`src/rtl/sata_user_arbiter_if.sv`:
```
// SATA user-core bus: address/data/strobes toward the core,
// back-pressure, write completion and read data back from it.
//   master: arbiter side (drives ADDRESS_IN, DATA_IN, WR_EN, RD_EN)
//   slave : core side (drives WR_HOLD_OUT, RD_HOLD_OUT, WR_DONE, DATA_OUT)
interface sata_user_arbiter_if #(
    parameter int ADDR_W = 57,
    parameter int DATA_W = 32
);
    logic [ADDR_W-1:0] ADDRESS_IN;
    logic [DATA_W-1:0] DATA_IN;
    logic              WR_EN;
    logic              RD_EN;
    logic              WR_HOLD_OUT;
    logic              RD_HOLD_OUT;
    logic              WR_DONE;
    logic [DATA_W-1:0] DATA_OUT;

    modport master (
        output ADDRESS_IN, DATA_IN, WR_EN, RD_EN,
        input  WR_HOLD_OUT, RD_HOLD_OUT, WR_DONE, DATA_OUT
    );

    modport slave (
        input  ADDRESS_IN, DATA_IN, WR_EN, RD_EN,
        output WR_HOLD_OUT, RD_HOLD_OUT, WR_DONE, DATA_OUT
    );
endinterface

```
`src/rtl/sata_user_arbiter.sv`:
```
// Two-requester round-robin arbiter in front of the SATA user core.
// Ports: USR_CLOCK/USR_RESET_N; REQn_* requester side (REQ, RNW, ADDR,
// WDATA, VALID in; GNT, READY, RVALID out); shared RDATA; core bus via
// sata_user_arbiter_if.master; ERR_CLR in; BUSY, ACTIVE_ID, TIMEOUT_ERR out.
module sata_user_arbiter #(
    parameter int ADDR_W    = 57,
    parameter int DATA_W    = 32,
    parameter int MAX_BURST = 256,
    parameter int TIMEOUT   = 4095
) (
    input  logic              USR_CLOCK,
    input  logic              USR_RESET_N,
    input  logic              REQ0_REQ,
    input  logic              REQ1_REQ,
    input  logic              REQ0_RNW,
    input  logic              REQ1_RNW,
    input  logic [ADDR_W-1:0] REQ0_ADDR,
    input  logic [ADDR_W-1:0] REQ1_ADDR,
    input  logic [DATA_W-1:0] REQ0_WDATA,
    input  logic [DATA_W-1:0] REQ1_WDATA,
    input  logic              REQ0_VALID,
    input  logic              REQ1_VALID,
    output logic              REQ0_GNT,
    output logic              REQ1_GNT,
    output logic              REQ0_READY,
    output logic              REQ1_READY,
    output logic              REQ0_RVALID,
    output logic              REQ1_RVALID,
    output logic [DATA_W-1:0] RDATA,
    sata_user_arbiter_if.master core,
    input  logic              ERR_CLR,
    output logic              BUSY,
    output logic              ACTIVE_ID,
    output logic              TIMEOUT_ERR
);
    localparam int BW = $clog2(MAX_BURST) + 1;
    localparam int TW = $clog2(TIMEOUT + 1);

    typedef enum logic [1:0] {IDLE, XFER, WAIT_DONE} state_t;

    state_t            state_q, state_d;
    logic              owner_q, rnw_q, rr_q;
    logic              done_seen_q, gnt_q, err_q;
    logic              rv0_q, rv1_q;
    logic [BW-1:0]     beat_q;
    logic [TW-1:0]     to_q;
    logic [DATA_W-1:0] rdata_q;

    logic own_req, own_valid, hold, in_xfer, in_wait;
    logic ready, beat, beat_last, any_req, grant_id;
    logic grant, xfer_exit, to_fire, wr_en, rd_en;

    assign own_req   = owner_q ? REQ1_REQ : REQ0_REQ;
    assign own_valid = owner_q ? REQ1_VALID : REQ0_VALID;
    assign hold      = rnw_q ? core.RD_HOLD_OUT : core.WR_HOLD_OUT;
    assign in_xfer   = (state_q == XFER);
    assign in_wait   = (state_q == WAIT_DONE);
    assign ready     = in_xfer & ~hold;
    assign beat      = ready & own_valid;
    // The beat that fills the burst still issues, then ownership ends.
    assign beat_last = beat & (beat_q == BW'(MAX_BURST - 1));
    assign any_req   = REQ0_REQ | REQ1_REQ;
    assign grant_id  = (REQ0_REQ & REQ1_REQ) ? rr_q : REQ1_REQ;
    assign grant     = (state_q == IDLE) & any_req;
    assign xfer_exit = in_xfer & (~own_req | beat_last);
    assign to_fire   = in_wait & ~core.WR_DONE & ~done_seen_q
                     & (to_q == TW'(TIMEOUT - 1));
    assign wr_en     = beat & ~rnw_q;
    assign rd_en     = beat & rnw_q;

    always_comb begin
        state_d = state_q;
        unique case (state_q)
            IDLE:
                if (any_req) state_d = XFER;
            XFER:
                if (xfer_exit) begin
                    // A write that moved no data has nothing to wait for.
                    if (rnw_q || (beat_q == '0 && !beat))
                        state_d = IDLE;
                    else
                        state_d = WAIT_DONE;
                end
            WAIT_DONE:
                if (core.WR_DONE || done_seen_q || to_fire)
                    state_d = IDLE;
            default:
                state_d = IDLE;
        endcase
    end

    always_ff @(posedge USR_CLOCK or negedge USR_RESET_N) begin
        if (!USR_RESET_N) begin
            state_q     <= IDLE;
            owner_q     <= 1'b0;
            rnw_q       <= 1'b0;
            rr_q        <= 1'b0;
            done_seen_q <= 1'b0;
            gnt_q       <= 1'b0;
            err_q       <= 1'b0;
            rv0_q       <= 1'b0;
            rv1_q       <= 1'b0;
            beat_q      <= '0;
            to_q        <= '0;
            rdata_q     <= '0;
        end else begin
            state_q <= state_d;
            if (grant) begin
                owner_q     <= grant_id;
                rnw_q       <= grant_id ? REQ1_RNW : REQ0_RNW;
                beat_q      <= '0;
                done_seen_q <= 1'b0;
                gnt_q       <= 1'b1;
            end else if (state_d == IDLE) begin
                gnt_q <= 1'b0;
            end
            if (beat)
                beat_q <= beat_q + BW'(1);
            // Completion may arrive before the write burst even ends.
            if (in_xfer && !rnw_q && core.WR_DONE)
                done_seen_q <= 1'b1;
            if (xfer_exit)
                rr_q <= ~owner_q;
            if (in_wait)
                to_q <= to_q + TW'(1);
            else
                to_q <= '0;
            if (to_fire)
                err_q <= 1'b1;
            else if (ERR_CLR)
                err_q <= 1'b0;
            // owner_q is stable until the next grant, so a trailing
            // read beat is still routed to the requester that issued it.
            rv0_q <= rd_en & ~owner_q;
            rv1_q <= rd_en & owner_q;
            if (rd_en)
                rdata_q <= core.DATA_OUT;
        end
    end

    assign core.ADDRESS_IN = in_xfer ? (owner_q ? REQ1_ADDR : REQ0_ADDR) : '0;
    assign core.DATA_IN    = in_xfer ? (owner_q ? REQ1_WDATA : REQ0_WDATA) : '0;
    assign core.WR_EN      = wr_en;
    assign core.RD_EN      = rd_en;

    assign REQ0_GNT    = gnt_q & ~owner_q;
    assign REQ1_GNT    = gnt_q & owner_q;
    assign REQ0_READY  = ready & ~owner_q;
    assign REQ1_READY  = ready & owner_q;
    assign REQ0_RVALID = rv0_q;
    assign REQ1_RVALID = rv1_q;
    assign RDATA       = rdata_q;
    assign BUSY        = (state_q != IDLE);
    assign ACTIVE_ID   = owner_q;
    assign TIMEOUT_ERR = err_q;
endmodule
```
`src/flat_wrapper.sv`:
```
// flat-port wrapper written by rule: the top's interface ports become plain ports
module sata_user_arbiter_flat 
#(
    parameter int ADDR_W    = 57,
    parameter int DATA_W    = 32,
    parameter int MAX_BURST = 256,
    parameter int TIMEOUT   = 4095
)
  (USR_CLOCK, USR_RESET_N, REQ0_REQ, REQ1_REQ, REQ0_RNW, REQ1_RNW, REQ0_ADDR, REQ1_ADDR, REQ0_WDATA, REQ1_WDATA, REQ0_VALID, REQ1_VALID, REQ0_GNT, REQ1_GNT, REQ0_READY, REQ1_READY, REQ0_RVALID, REQ1_RVALID, RDATA, ERR_CLR, BUSY, ACTIVE_ID, TIMEOUT_ERR, core_ADDRESS_IN, core_DATA_IN, core_WR_EN, core_RD_EN, core_WR_HOLD_OUT, core_RD_HOLD_OUT, core_WR_DONE, core_DATA_OUT);
  sata_user_arbiter_if #(.ADDR_W(ADDR_W), .DATA_W(DATA_W)) core_i ();
  input  logic USR_CLOCK;
  input  logic USR_RESET_N;
  input  logic REQ0_REQ;
  input  logic REQ1_REQ;
  input  logic REQ0_RNW;
  input  logic REQ1_RNW;
  input  logic [ADDR_W-1:0] REQ0_ADDR;
  input  logic [ADDR_W-1:0] REQ1_ADDR;
  input  logic [DATA_W-1:0] REQ0_WDATA;
  input  logic [DATA_W-1:0] REQ1_WDATA;
  input  logic REQ0_VALID;
  input  logic REQ1_VALID;
  output logic REQ0_GNT;
  output logic REQ1_GNT;
  output logic REQ0_READY;
  output logic REQ1_READY;
  output logic REQ0_RVALID;
  output logic REQ1_RVALID;
  output logic [DATA_W-1:0] RDATA;
  input  logic ERR_CLR;
  output logic BUSY;
  output logic ACTIVE_ID;
  output logic TIMEOUT_ERR;
  output wire logic [$bits(core_i.ADDRESS_IN)-1:0] core_ADDRESS_IN;
  output wire logic [$bits(core_i.DATA_IN)-1:0] core_DATA_IN;
  output wire logic [$bits(core_i.WR_EN)-1:0] core_WR_EN;
  output wire logic [$bits(core_i.RD_EN)-1:0] core_RD_EN;
  input wire logic [$bits(core_i.WR_HOLD_OUT)-1:0] core_WR_HOLD_OUT;
  input wire logic [$bits(core_i.RD_HOLD_OUT)-1:0] core_RD_HOLD_OUT;
  input wire logic [$bits(core_i.WR_DONE)-1:0] core_WR_DONE;
  input wire logic [$bits(core_i.DATA_OUT)-1:0] core_DATA_OUT;
  assign core_ADDRESS_IN = core_i.ADDRESS_IN;
  assign core_DATA_IN = core_i.DATA_IN;
  assign core_WR_EN = core_i.WR_EN;
  assign core_RD_EN = core_i.RD_EN;
  assign core_i.WR_HOLD_OUT = core_WR_HOLD_OUT;
  assign core_i.RD_HOLD_OUT = core_RD_HOLD_OUT;
  assign core_i.WR_DONE = core_WR_DONE;
  assign core_i.DATA_OUT = core_DATA_OUT;
  sata_user_arbiter #(.ADDR_W(ADDR_W), .DATA_W(DATA_W), .MAX_BURST(MAX_BURST), .TIMEOUT(TIMEOUT)) u_core (.USR_CLOCK(USR_CLOCK), .USR_RESET_N(USR_RESET_N), .REQ0_REQ(REQ0_REQ), .REQ1_REQ(REQ1_REQ), .REQ0_RNW(REQ0_RNW), .REQ1_RNW(REQ1_RNW), .REQ0_ADDR(REQ0_ADDR), .REQ1_ADDR(REQ1_ADDR), .REQ0_WDATA(REQ0_WDATA), .REQ1_WDATA(REQ1_WDATA), .REQ0_VALID(REQ0_VALID), .REQ1_VALID(REQ1_VALID), .REQ0_GNT(REQ0_GNT), .REQ1_GNT(REQ1_GNT), .REQ0_READY(REQ0_READY), .REQ1_READY(REQ1_READY), .REQ0_RVALID(REQ0_RVALID), .REQ1_RVALID(REQ1_RVALID), .RDATA(RDATA), .core(core_i), .ERR_CLR(ERR_CLR), .BUSY(BUSY), .ACTIVE_ID(ACTIVE_ID), .TIMEOUT_ERR(TIMEOUT_ERR));
endmodule
```
`config.mk`:
```
export PLATFORM = sky130hd
export DESIGN_NAME = sata_user_arbiter_flat
export DESIGN_NICKNAME = d
export VERILOG_FILES = /design/src/rtl/sata_user_arbiter_if.sv /design/src/rtl/sata_user_arbiter.sv /design/src/flat_wrapper.sv
export SDC_FILE = /design/constraint.sdc
export NUM_CORES = 1
export LEC_CHECK = 0
export BUFFER_PORTS_ARGS = -buffer_cell sky130_fd_sc_hd__buf_2
export CORE_AREA = 2 2 137 139
export DETAILED_ROUTE_END_ITERATION = 10
export DIE_AREA = 0 0 139 141
export PLACE_DENSITY = 0.6
export SETUP_SLACK_MARGIN = 0.2
export SYNTH_ARGS = -nofsm -noshare
export SYNTH_HDL_FRONTEND = slang
export SYNTH_SLANG_ARGS = --single-unit
```
`constraint.sdc`:
```
create_clock -name USR_CLOCK -period 2.9 [get_ports USR_CLOCK]
set_clock_uncertainty 0.15 [all_clocks]
set_input_delay 0.58 -clock USR_CLOCK [delete_from_list [all_inputs] [get_ports USR_CLOCK]]
set_output_delay 0.58 -clock USR_CLOCK [all_outputs]
set_load 0.05 [all_outputs]
```
==> results.yml <==
route:
  vias_per_cell: 4.331
  wire_per_inst_um: 15.84
  finalWirelength_mm: 16.23
  drt-initial-drc-count: 125
  drc_errors: 0
  ant_nets: 0
  dr.pass1.iters: 4
  vias: 4435
synthesis:
  synth_edf_count: 0
  syn-num-nets: 655
  synth_ff_type: "dfrtp_1"
  synthArstFlopShare_pct: 100.0
  ys_ff_latch: 63
  ys_seq_area_share_pct: 38.70
  ys_types: 37
  yosys_warnings: 0
  netlist_instances: 428
  synth_area_um2: 4074
  syn_avg_cell_area_um2: 9.518
floorplanning:
  die_area_um2: 19600
  core_um2: 18270
  die_width_um: 139
  io-pin-count: 354
  die_y_um: 141
  start_util_pct: 22.30
  fp-row-count: 50
setup_path:
  endpoint: "core_WR_EN"
  r2r_cells: 9
  crit_path_max_incr_delay_ns: 0.53
  slowest_stage: "dfrtp_4"
  cp_max_fo: 4
  worstPathArrival_ns: 1.90
  worst_r2r_endpoint: "u_core.gnt_q$_DFFE_PN0P_"
  cp.required_ns: 2.17
  critPathLaunch: "u_core.ACTIVE_ID$_DFFE_PN0P_"
  r2r-start: "u_core.beat_q[0]$_DFFE_PN0P_"
  start_kind: "flip-flop"
  crit_path_end_kind: "output pin"
  ff2ff_setup_slack_ns: 0.35
  path_cells: "mux2i_2 -> or3_1 -> nor3_4 -> buf_12"
  worstSetupPathType: "reg -> out"
placement:
  dp_worst_setup_slack_ns: 0.2525
  gp_congestion: 0.8085
  hpwl_mm: 13.52
  portBuffers: 353
sta:
  slew_headroom_pct: 58.88
  finalSetupTns_ns: 0
  hold_violations: 0
  post-route-period-util_pct: 90.81
  max_freq_ghz: 0.3797
  slew_viol_final: 0
  rsz0062_at_grt: "no"
  timing.final.ws_setup_ns: 0.2666
  fin_crit_ns: 2.633
  worst_slew_pin_slew_ns: 0.6048
  setup_viol: 0
finish:
  areaGrowthSynthToFinish_pct: 72.94
  final_cell_mix: "buf_2, mux2i_1, dfrtp_1, nor2_4, mux2_2"
  drive_above_1_share_pct: 66.37
  layout_commonest_cell: "buf_2"
  nets: 1010
  regArea_um2: 1580
  fill_cells: 1850
  multi_input_area_um2: 2902
global_routing:
  grt_pass1_wl_mm: 24.21
  gr-total-overflow: 0
  grt_pass1_vias: 4283
  grt_max_degree: 53
  antenna_found_initial: 2
  grtUsageTotal_pct: 15.65
cts:
  cts.root.buffer_cell: "clkbuf_16"
  ctsHtreeMaxLevel: 3
  path_clk_slew_ns: 0.05
  cts_tree: "built"
  cts.path.max_buffers: 2
  clock_latency_ns: 0.32
  numCtsBuffers: 9
  cts_sinks: 63
power_and_ir_drop:
  peakVddDrop_mv: 0.7810
  p_leak_nw: 3.602
  powerDensity_nw_per_um2: 1330
hold_path:
  hold_class: "in -> reg"
status:
  status: "completed"
run:
  maxCapViolCount: 0
[worst max-delay path: cells and delay by family (launching register included)]
kind                   cells  cell delay (ns)
AND/OR/NAND/NOR            2             0.61
multiplexers               1             0.28
buffers and inverters      1             0.16
flip-flops                 1             0.53
[worst min-delay path by stage]
stage	start	slack [ns]	cells after the start	to
2_1_floorplan	USR_RESET_N	0.13	0	u_core.ACTIVE_ID$_DFFE_PN0P_
3_3_place_gp	USR_RESET_N	0.32	1	u_core.to_q[7]$_DFF_PN0_
3_5_place_dp	USR_RESET_N	0.32	1	u_core.to_q[9]$_DFF_PN0_
4_1_cts	core_WR_DONE	0.31	2	u_core.TIMEOUT_ERR$_DFFE_PN0P_
5_1_grt	core_DATA_OUT[12]	0.32	2	u_core.RDATA[12]$_DFFE_PN0P_
6_report	core_WR_DONE	0.33	2	u_core.TIMEOUT_ERR$_DFFE_PN0P_
[cell type report]
| cell class | count | share of cell area, % |
|---|---|---|
| multi-input combinational | 327 | 41.18 |
| clock buffer | 12 | 3.641 |
| inverter | 10 | 0.5328 |
| tap | 234 | 4.156 |
| antenna | 2 | 0.07104 |
| clock inverter | 4 | 0.2841 |
| sequential | 63 | 22.43 |
| timing repair buffer | 372 | 27.70 |
[what timing repair did]
item | in CTS | in global routing
endpoints found under the setup margin | 2 | 3
buffers inserted | 0 | 3
pin swaps | 0 | 4
resized for setup | 1 | 4
hold buffers | 1 | 0
hold endpoints to repair | 9 | 0
[flip-flops by register name, summed over array words and instances (netlist names)]
signal / count
u_core.ACTIVE_ID: 1
u_core.RDATA: 32
u_core.REQ0_RVALID: 1
u_core.REQ1_RVALID: 1
u_core.TIMEOUT_ERR: 1
u_core.beat_q: 9
u_core.done_seen_q: 1
u_core.gnt_q: 1
u_core.rnw_q: 1
u_core.rr_q: 1
u_core.state_q: 2
u_core.to_q: 12
[cell families (layout without fill, tap and decap cells)]
family / Yosys count / count (layout) / synth area share (%)
xor gates and xnor gates: 9 / 9 / 1.935
adders and majority gates: 5 / 5 / 1.536
other: 0 / 2 / 0
buffers and inverters: 38 / 398 / 3.747
muxes: 131 / 131 / 33.38
and+or+nand+nor: 162 / 162 / 17.41
AOI/OAI and AO/OA: 20 / 20 / 3.287
DFF: 63 / 63 / 38.70
[per-stage QoR]
stage          instance area [µm²]  cells  hold WS, ns  power [mW]  utilization, %
2_1_floorplan                 4607    428       0.1344       6.820               -
3_3_place_gp                  6705   1002       0.3199       8.392           36.71
3_5_place_dp                  6705   1002       0.3168       8.427           36.71
4_1_cts                       6995   1019       0.3143       9.451           38.29
5_1_grt                       7043   1023       0.3218       9.802           38.55
6_report                      7046   1024       0.3274       9.371           38.57
[synthesized netlist by cell type (all sizes together) (2+ instances only)]
cell type  number  area [µm²]
ha              5       62.56
inv            10       37.54
or3             5       31.28
o21ai           9       45.04
nor2          107       401.6
a21oi           4       20.02
clkbuf         16       60.06
nand4           4       25.02
dfrtp          63        1577
mux2i          95       950.9
mux2           36       409.1
buf            12       55.05
and3            3       18.77
nand3           8       40.04
nand2b          3       18.77
or2             2       12.51
nor3            9       56.31
xnor2           8       70.07
nand2          15       58.81
[per-layer routing]
metal | global-route usage, % | wire length (µm)
met1 | 20.19 | 6817
met2 | 26.08 | 7898
met5 | 0 | 0
met3 | 4.178 | 1308
met4 | 4.094 | 201
[report_power, final]
group	switching, mW	total, mW	leakage (nW)	internal (mW)
clock network	0.366	0.984	0.142	0.618
logic	5.11	7.03	2.65	1.93
registers	0.180	1.35	0.808	1.17
Power figures use the tool's default switching activity.
